==> src/rtl/wheel_state_buffer.sv <==
// -----------------------------------------------------------------------------
// wheel_state_buffer
//
// Double-buffered state store for the soft-body wheel. Per-node position and
// velocity results stream in from the updater and are collected into staging
// registers. On the updater's done pulse the staged frame is committed to the
// live state in one step, but only if both streams delivered exactly
// NUM_NODES samples and neither overflowed. A separate snapshot copy of the
// live positions is latched on each frame pulse. Render reads this copy, so it
// never sees a half-updated wheel.
//
// Ports
//   clk_in                  system clock
//   rst_in                  synchronous active-high reset, dominates all inputs
//   init_x_in / init_y_in   rest shape, loaded into live and snapshot on reset
//   node_x_in / node_y_in   streamed node position, qualified by node_valid_in
//   vel_x_in / vel_y_in     streamed node velocity, qualified by vel_valid_in
//   commit_in               updater done pulse: try to apply the staged frame
//   frame_in                new-frame pulse (already in the clk_in domain)
//   nodes_x_out/nodes_y_out live positions (fed back to the updater)
//   vels_x_out / vels_y_out live velocities
//   snap_x_out / snap_y_out render snapshot of the live positions
//   node_count_out          positions staged in the current update
//   vel_count_out           velocities staged in the current update
//   commit_ok_out           one-cycle pulse: the commit was applied
//   commit_err_out          one-cycle pulse: the commit was rejected
// -----------------------------------------------------------------------------
module wheel_state_buffer #(
    parameter  int NUM_NODES     = 10,
    parameter  int POSITION_SIZE = 18,
    parameter  int VELOCITY_SIZE = 8,
    localparam int CW            = $clog2(NUM_NODES + 1)
) (
    input  logic                            clk_in,
    input  logic                            rst_in,
    input  logic signed [POSITION_SIZE-1:0] init_x_in   [NUM_NODES],
    input  logic signed [POSITION_SIZE-1:0] init_y_in   [NUM_NODES],
    input  logic signed [POSITION_SIZE-1:0] node_x_in,
    input  logic signed [POSITION_SIZE-1:0] node_y_in,
    input  logic                            node_valid_in,
    input  logic signed [VELOCITY_SIZE-1:0] vel_x_in,
    input  logic signed [VELOCITY_SIZE-1:0] vel_y_in,
    input  logic                            vel_valid_in,
    input  logic                            commit_in,
    input  logic                            frame_in,
    output logic signed [POSITION_SIZE-1:0] nodes_x_out [NUM_NODES],
    output logic signed [POSITION_SIZE-1:0] nodes_y_out [NUM_NODES],
    output logic signed [VELOCITY_SIZE-1:0] vels_x_out  [NUM_NODES],
    output logic signed [VELOCITY_SIZE-1:0] vels_y_out  [NUM_NODES],
    output logic signed [POSITION_SIZE-1:0] snap_x_out  [NUM_NODES],
    output logic signed [POSITION_SIZE-1:0] snap_y_out  [NUM_NODES],
    output logic        [CW-1:0]            node_count_out,
    output logic        [CW-1:0]            vel_count_out,
    output logic                            commit_ok_out,
    output logic                            commit_err_out
);

    localparam logic [CW-1:0] FULL_COUNT = CW'(NUM_NODES);
    localparam logic [CW-1:0] LAST_SLOT  = CW'(NUM_NODES - 1);

    // ---------------------------------------------------------------------
    // Collector bookkeeping
    // ---------------------------------------------------------------------
    logic [CW-1:0] r_pos_count;
    logic [CW-1:0] r_vel_count;
    logic          r_pos_ovf;
    logic          r_vel_ovf;
    logic          r_commit_ok;
    logic          r_commit_err;

    // A sample is accepted only while there is a free staging slot. When the
    // array is full the sample is dropped and the stream is marked overflowed.
    logic w_pos_accept;
    logic w_vel_accept;
    logic w_pos_ovf_now;
    logic w_vel_ovf_now;

    assign w_pos_accept  = node_valid_in && (r_pos_count != FULL_COUNT);
    assign w_vel_accept  = vel_valid_in  && (r_vel_count != FULL_COUNT);
    assign w_pos_ovf_now = node_valid_in && (r_pos_count == FULL_COUNT);
    assign w_vel_ovf_now = vel_valid_in  && (r_vel_count == FULL_COUNT);

    // A stream is complete when the count, including a sample accepted in
    // this same cycle, reaches NUM_NODES. An overflow, sticky or new this
    // cycle, disqualifies the stream.
    logic w_pos_complete;
    logic w_vel_complete;
    logic w_pos_good;
    logic w_vel_good;
    logic w_commit_good;

    assign w_pos_complete = w_pos_accept ? (r_pos_count == LAST_SLOT)
                                         : (r_pos_count == FULL_COUNT);
    assign w_vel_complete = w_vel_accept ? (r_vel_count == LAST_SLOT)
                                         : (r_vel_count == FULL_COUNT);
    assign w_pos_good     = w_pos_complete && !r_pos_ovf && !w_pos_ovf_now;
    assign w_vel_good     = w_vel_complete && !r_vel_ovf && !w_vel_ovf_now;
    assign w_commit_good  = commit_in && w_pos_good && w_vel_good;

    always_ff @(posedge clk_in) begin
        if (rst_in) begin
            r_pos_count  <= '0;
            r_vel_count  <= '0;
            r_pos_ovf    <= 1'b0;
            r_vel_ovf    <= 1'b0;
            r_commit_ok  <= 1'b0;
            r_commit_err <= 1'b0;
        end else begin
            r_commit_ok  <= w_commit_good;
            r_commit_err <= commit_in && !w_commit_good;

            // A commit ends the update whatever its outcome. Samples that
            // arrive in the commit cycle belong to the update being closed,
            // so nothing carries over into the next one.
            if (commit_in) begin
                r_pos_count <= '0;
                r_vel_count <= '0;
                r_pos_ovf   <= 1'b0;
                r_vel_ovf   <= 1'b0;
            end else begin
                if (w_pos_accept)  r_pos_count <= r_pos_count + CW'(1);
                if (w_vel_accept)  r_vel_count <= r_vel_count + CW'(1);
                if (w_pos_ovf_now) r_pos_ovf   <= 1'b1;
                if (w_vel_ovf_now) r_vel_ovf   <= 1'b1;
            end
        end
    end

    assign node_count_out = r_pos_count;
    assign vel_count_out  = r_vel_count;
    assign commit_ok_out  = r_commit_ok;
    assign commit_err_out = r_commit_err;

    // ---------------------------------------------------------------------
    // Per-node storage: staging, live and snapshot registers
    // ---------------------------------------------------------------------
    logic [NUM_NODES-1:0] w_pos_wr;
    logic [NUM_NODES-1:0] w_vel_wr;

    generate
        for (genvar gi = 0; gi < NUM_NODES; gi++) begin : g_node
            logic signed [POSITION_SIZE-1:0] r_stage_x;
            logic signed [POSITION_SIZE-1:0] r_stage_y;
            logic signed [VELOCITY_SIZE-1:0] r_stage_vx;
            logic signed [VELOCITY_SIZE-1:0] r_stage_vy;
            logic signed [POSITION_SIZE-1:0] r_live_x;
            logic signed [POSITION_SIZE-1:0] r_live_y;
            logic signed [VELOCITY_SIZE-1:0] r_live_vx;
            logic signed [VELOCITY_SIZE-1:0] r_live_vy;
            logic signed [POSITION_SIZE-1:0] r_snap_x;
            logic signed [POSITION_SIZE-1:0] r_snap_y;

            // The slot written by an accepted sample is the current count.
            assign w_pos_wr[gi] = w_pos_accept && (r_pos_count == CW'(gi));
            assign w_vel_wr[gi] = w_vel_accept && (r_vel_count == CW'(gi));

            always_ff @(posedge clk_in) begin
                if (rst_in) begin
                    r_stage_x  <= '0;
                    r_stage_y  <= '0;
                    r_stage_vx <= '0;
                    r_stage_vy <= '0;
                    r_live_x   <= init_x_in[gi];
                    r_live_y   <= init_y_in[gi];
                    r_live_vx  <= '0;
                    r_live_vy  <= '0;
                    r_snap_x   <= init_x_in[gi];
                    r_snap_y   <= init_y_in[gi];
                end else begin
                    if (w_pos_wr[gi]) begin
                        r_stage_x <= node_x_in;
                        r_stage_y <= node_y_in;
                    end
                    if (w_vel_wr[gi]) begin
                        r_stage_vx <= vel_x_in;
                        r_stage_vy <= vel_y_in;
                    end

                    // A sample landing in this slot during the commit cycle
                    // bypasses staging and goes straight to live.
                    if (w_commit_good) begin
                        r_live_x  <= w_pos_wr[gi] ? node_x_in : r_stage_x;
                        r_live_y  <= w_pos_wr[gi] ? node_y_in : r_stage_y;
                        r_live_vx <= w_vel_wr[gi] ? vel_x_in  : r_stage_vx;
                        r_live_vy <= w_vel_wr[gi] ? vel_y_in  : r_stage_vy;
                    end

                    // The snapshot copies the pre-edge live state, so a frame
                    // that coincides with a commit still shows the old frame.
                    if (frame_in) begin
                        r_snap_x <= r_live_x;
                        r_snap_y <= r_live_y;
                    end
                end
            end

            assign nodes_x_out[gi] = r_live_x;
            assign nodes_y_out[gi] = r_live_y;
            assign vels_x_out[gi]  = r_live_vx;
            assign vels_y_out[gi]  = r_live_vy;
            assign snap_x_out[gi]  = r_snap_x;
            assign snap_y_out[gi]  = r_snap_y;
        end
    endgenerate

endmodule
==> config.mk <==
export PLATFORM = sky130hd
export DESIGN_NAME = wheel_state_buffer
export DESIGN_NICKNAME = d
export VERILOG_FILES = /design/src/rtl/wheel_state_buffer.sv
export SDC_FILE = /design/constraint.sdc
export NUM_CORES = 2
export LEC_CHECK = 0
export CAP_MARGIN = 25
export CORE_AREA = 5 5 503 505
export CTS_CLUSTER_DIAMETER = 120
export DETAILED_ROUTE_END_ITERATION = 7
export DIE_AREA = 0 0 508 510
export MAX_ROUTING_LAYER = met4
export PLACE_DENSITY = 0.45
export SLEW_MARGIN = 10
export SYNTH_ARGS = -nofsm -noshare
export SYNTH_HDL_FRONTEND = slang
export SYNTH_SLANG_ARGS = --single-unit
==> constraint.sdc <==
create_clock -name clk_in -period 15 [get_ports clk_in]
set_input_delay 3 -clock clk_in [delete_from_list [all_inputs] [get_ports clk_in]]
set_output_delay 3 -clock clk_in [all_outputs]
set_load 0.02 [all_outputs]
* Yosys cells after proc, flatten, opt, wreduce, memory -nomap -nowiden *
Index checks and enable logic that the tools add are counted.

operators by class
  mux-type cells = 122
  add/sub/neg operators = 2
  equality and inequality tests = 22
  reduce and logical (&&, ||, !) cells = 41

operators with widths
  cell                   number
  $mux W18               100
  $mux W8                20
  $eq A4 B3 Y1 const B   8
  $logic_and A1 B1 Y1    31
  $eq A4 B4 Y1 const B   6
  $eq A4 B2 Y1 const B   4
  $add A4 B1 Y4 const B  2
  $eq A4 B1 Y1 const B   2
  $logic_not A4 Y1       2
  $ne A4 B4 Y1 const B   2
  $logic_not A1 Y1       5
  $reduce_bool A2 Y1     2
  $mux W1                2
  $reduce_or A2 Y1       1

word-level totals
  flip-flop bits (word level) = 1,412
  input bits = 418

* Depth between registers and ports, before layout *
  depth after elaboration = 9
  gate-level depth with buffers = 9
  depth with buffers taken out = 6

* Worst setup path after synthesis *
Ideal clock, no wire load.

  path kind = input to register
  start point = input vel_valid_in
  end point = register g_node[0].r_live_x[0] (enable)
  cell stages on the path = 6
  data required time = 14.290 ns
  path slack = 3.190 ns
  arrival time = 11.101 ns
  buffers on the path = 2
  path through = nand2b_1 a2111oi_4 a31oi_2 buf_2 buf_2 inv_1

between the ends
  word-level cells in the longest chain between the ends = 6

RTL lines
  item                                   RTL line  text
  start: declaration                     43        input logic vel_valid_in,
  $logic_and A1 B1 Y1                    79        assign w_vel_accept = vel_valid_in && (r_vel_count != FULL_COUNT);
  $mux W1                                94        assign w_vel_complete = w_vel_accept ? (r_vel_count == LAST_SLOT)
  $logic_and A1 B1 Y1                    97        assign w_vel_good = w_vel_complete && !r_vel_ovf && !w_vel_ovf_now;
  $logic_and A1 B1 Y1 *                  97
  $logic_and A1 B1 Y1 *                  98        assign w_commit_good = commit_in && w_pos_good && w_vel_good;
  $reduce_bool A2 Y1 (no source line) *  n/a
  end signal: assignment                 163       r_live_x <= init_x_in[gi];
  end signal: assignment                 182       r_live_x <= w_pos_wr[gi] ? node_x_in : r_stage_x;
  end: declaration                       146       logic signed [POSITION_SIZE-1:0] r_live_x;

Every way passes the cells marked *; elsewhere a longest branch is shown, timed or not.
A chain may end at the register's enable or synchronous reset.

* Final worst setup path *
  start point = input node_valid_in
  end point = register g_node[8].r_live_y[8] (enable)

between the ends
  word-level cells in the longest chain between the ends = 7

RTL lines
  item                                   RTL line  text
  start: declaration                     40        input logic node_valid_in,
  $logic_and A1 B1 Y1                    78        assign w_pos_accept = node_valid_in && (r_pos_count != FULL_COUNT);
  $mux W1                                92        assign w_pos_complete = w_pos_accept ? (r_pos_count == LAST_SLOT)
  $logic_and A1 B1 Y1                    96        assign w_pos_good = w_pos_complete && !r_pos_ovf && !w_pos_ovf_now;
  $logic_and A1 B1 Y1 *                  96
  $logic_and A1 B1 Y1 * (2 in series)    98
  $reduce_bool A2 Y1 (no source line) *  n/a
  end signal: assignment                 164       r_live_y <= init_y_in[gi];
  end signal: assignment                 183       r_live_y <= w_pos_wr[gi] ? node_y_in : r_stage_y;
  end: declaration                       147       logic signed [POSITION_SIZE-1:0] r_live_y;

Marks and branches as above.

==> results.md <==
* Dpl cells at 8487
* Highest clock rate at 149 MHz
* Hold worst-path end: g_node[2].r_stage_y[15]$_SDFF_PP0_
* Largest net degree at the start of global routing at 181
* Period Utilization, post-route at 44.9%
* Routed length per placed instance at 28.8 um
* Switching fraction of total power at 26.8%
* TritonCTS Buffers at 169
* Actual slew at the worst max-slew pin at 1.09 ns
* Peak VDD IR at 123 uV
* Antenna violations before repair at 34
* Hold path start: g_node[2].r_stage_y[15]$_SDFF_PP0_
* Final setup fails at 0
* Nets at 5754
* Crit Path Max Fanout at 127
* Hold path depth at 2
* Comb power frac at 12.7%
* Average size of a mapped cell at 13.2 um2
* Residual DRC count at 0
* Crit path kind: in -> reg
* CP Data Arrival Time at 7.15 ns
* Reg2reg start: vel_count_out[0]$_SDFFE_PP0P_
* First-pass GRT wire length at 334000 um
* PD cells at 128 mW/mm2
* Die Span Y at 510 um
* Post-synth top area share at 40.2%
* Final Slew Violations at 0
* Vias at 37.1k
* Starting DRT DRC Count at 2762
* Gpl congestion at 0.840
* Fin Hold WS at 0.458 ns
* Starting density of the core at 21.7%
* Crit start category: primary input
* CTS Hold Buffers Added at 0
* CTS tree: done
* DR vias/cell at 4.20
* Layout cells sized above 1 at 13.1%
* Leakage at 29.8 nW
* Internal power at 7.14 mW
* IO Port Bufs at 1307
* Area Overhead vs Synth at 41.4%
* Mapped Cells at 4081
* Synthesized area at 0.0538 mm2
* FF+latch count, synth at 1412
* Clock Pin Slew Worst Setup and Hold Paths at 0.06 ns
* Synth top area cells: edfxtp_1 (40%), dfxtp_1 (26%), mux2i_1 (11%)
* GR Overflow Total at 0
* Clk_lat worst skew at 0.84 ns
* Worst reg2reg path depth at 8
* H-tree levels at 4
* WP data required at 15.42 ns
* Flop pwr share at 45.0%
* Unrepaired setup endpoints after global routing: false
* Root Buffer: clkbuf_16
* Status: complete, no violations
* Post-CTS Resized at 0
* Cell row count at 183
* Design Area, Final at 0.0762 mm2
* Drt first pass iters at 6
* Fin cells at 8820
* Gr usage total at 19.3%
* Synth area leader: edfxtp_1
* Final-report hold violation count at 0
* Core ar. at 0.248 mm2
* Clock network power share at 42.2%
* Worst R2R End: g_node[8].r_live_y[8]$_DFFE_PP_
* Final Critical Period at 6.73 ns
* Hpwl dp at 186000 um
* CP endpoint kind: flop
* Antenna viol nets, final at 0
* Vias in the first global route at 37.2k
* Die area at 0.259 mm2
* Clock Tree Buf Depth at 3
* Synth Warn # at 0
* Die W at 508 um
* Synth cell types at 38
* Post-Route WL at 254000 um
* Max-cap viol count at 0
* Slew margin rel. at 27.4%
* Post-CTS Setup Inserts at 0
* P_sw at 2.62 mW
* R2r setup slk at 10.39 ns
* Post-Syn Nets at 4507
* Seq/Total Area, Yosys at 65.9%
* I/O pins at 1308
* Min-delay worst type: reg -> reg
* Setup Skew at 0.0534 ns
* Setup TNS Final at 0 ns
* Clk sinks at 1412
* Post-DP Area at 0.0706 mm2
## state kept, by name, indices dropped and copies added (netlist names), 80 cells and up
| signal | flops |
|---|---|
| g_node.r_stage_vy | 80 |
| g_node.r_stage_x | 180 |
| g_node.r_stage_y | 180 |
| g_node.r_live_y | 180 |
| g_node.r_snap_y | 180 |
| g_node.r_stage_vx | 80 |
| g_node.r_snap_x | 180 |
| g_node.r_live_vy | 80 |
| g_node.r_live_vx | 80 |
| g_node.r_live_x | 180 |
## synth_stat cells
cell and number:
nand2_1 295, nor2_1 389, ha_1 8, a21o_1 144, xnor2_1 2, xor2_1 2, a211oi_1 2, o21ai_0 2
nor2b_1 2, nand3_2 5, a31oi_2 1, or3_1 2, inv_1 226, buf_1 12, nor3_2 4, nand4b_1 2
nor3_1 4, or2_2 2, nand3b_1 1, and2_1 1, nor4bb_1 2, and4b_1 2, dfxtp_1 692, mux2i_1 595
o2bb2ai_1 160, nand4bb_1 2, nor2_2 1, nand3_1 2, nand4_1 2, a31oi_1 1, edfxtp_1 720, a2111oi_4 1
a21oi_1 146, mux2_2 360, clkbuf_1 216, buf_4 13, nand2b_1 3, buf_2 57
## worst max-delay path by stage
stage	from	endpoint	cells past startpoint
after floorplan	vel_valid_in	g_node[0].r_live_x[0]$_DFFE_PP_	6
after global placement	node_valid_in	g_node[5].r_live_y[12]$_DFFE_PP_	7
after detailed placement	node_valid_in	g_node[5].r_live_y[2]$_DFFE_PP_	7
after CTS	node_valid_in	g_node[8].r_live_y[8]$_DFFE_PP_	7
after global routing	node_valid_in	g_node[8].r_live_y[8]$_DFFE_PP_	7
final	node_valid_in	g_node[8].r_live_y[8]$_DFFE_PP_	7
## metrics by stage
stage | worst slack [ns] | power [mW] | utilization (%)
CTS | 8.35 | 9.91 | 30.7
detailed placement | 7.48 | 5.74 | 28.5
global route | 8.07 | 10.1 | 30.7
global placement | 7.50 | 5.74 | 28.5
finish | 8.27 | 9.76 | 30.7
floorplan | 3.19 | 4.96 | -
## critical path, cell delays in order
cell and delay [ns]:
clkdlybuf4s50_1 0.97, nand2_1 0.23, mux2i_1 0.43, a31oi_4 0.20, inv_8 0.38, buf_4 0.72, buf_12 0.59
## cells in the final DEF (no fill, tap or decap), drive strengths merged, types with 3 or more instances in the layout
cell	n
a21o	144
a21oi	146
buf	84
bufinv	4
clkbuf	258
clkdlybuf4s50	1290
clkinv	35
clkinvlp	3
dfxtp	692
diode	18
edfxtp	720
ha	8
inv	241
mux2	360
mux2i	595
nand2	295
nand2b	3
nand3	7
nor2	390
nor3	8
o2bb2ai	160
## metal layers
metal | wire length, um | vias to the layer above | global-route usage [%] | share of wire, %
li1 | - | 16900 | - | -
met1 | 101000 | 18600 | 22.0 | 40
met2 | 122000 | 1317 | 31.5 | 48
met3 | 25600 | 244 | 8.03 | 10
met4 | 5480 | 0 | 4.32 | 2.2
met5 | 0 | - | - | 0
## logic make-up after synthesis
| group | synth area share (%) |
|---|---|
| AND/OR/NAND/NOR | 5.30 |
| multiplexers | 18.6 |
| XOR/XNOR | 0.0651 |
| buffers and inverters | 3.88 |
| flip-flops | 65.9 |
| AO/OA/AOI/OAI | 6.10 |
| adder cells (fa/ha/maj) | 0.186 |
## area by class of cell
class | instances | area [um2]
well taps | 3330 | 4170
repair buffers | 1374 | 13600
diodes | 18 | 45.0
multi-input cells | 2145 | 16400
fillers | 25300 | 172000
clock inverters | 57 | 688
inverters | 226 | 856
clock buffers | 258 | 4870
flip-flops and latches | 1412 | 35500
## power by group through the flow
| stage | sequential, mW | clock, mW | combinational, mW |
|---|---|---|---|
| after floorplan | 4.67 | 0 | 0.286 |
| after global placement | 4.48 | 0 | 1.27 |
| after detailed placement | 4.48 | 0 | 1.27 |
| after CTS | 4.40 | 4.24 | 1.27 |
| after global routing | 4.41 | 4.41 | 1.30 |
| final | 4.39 | 4.12 | 1.24 |
Power figures use the tool's default switching activity.
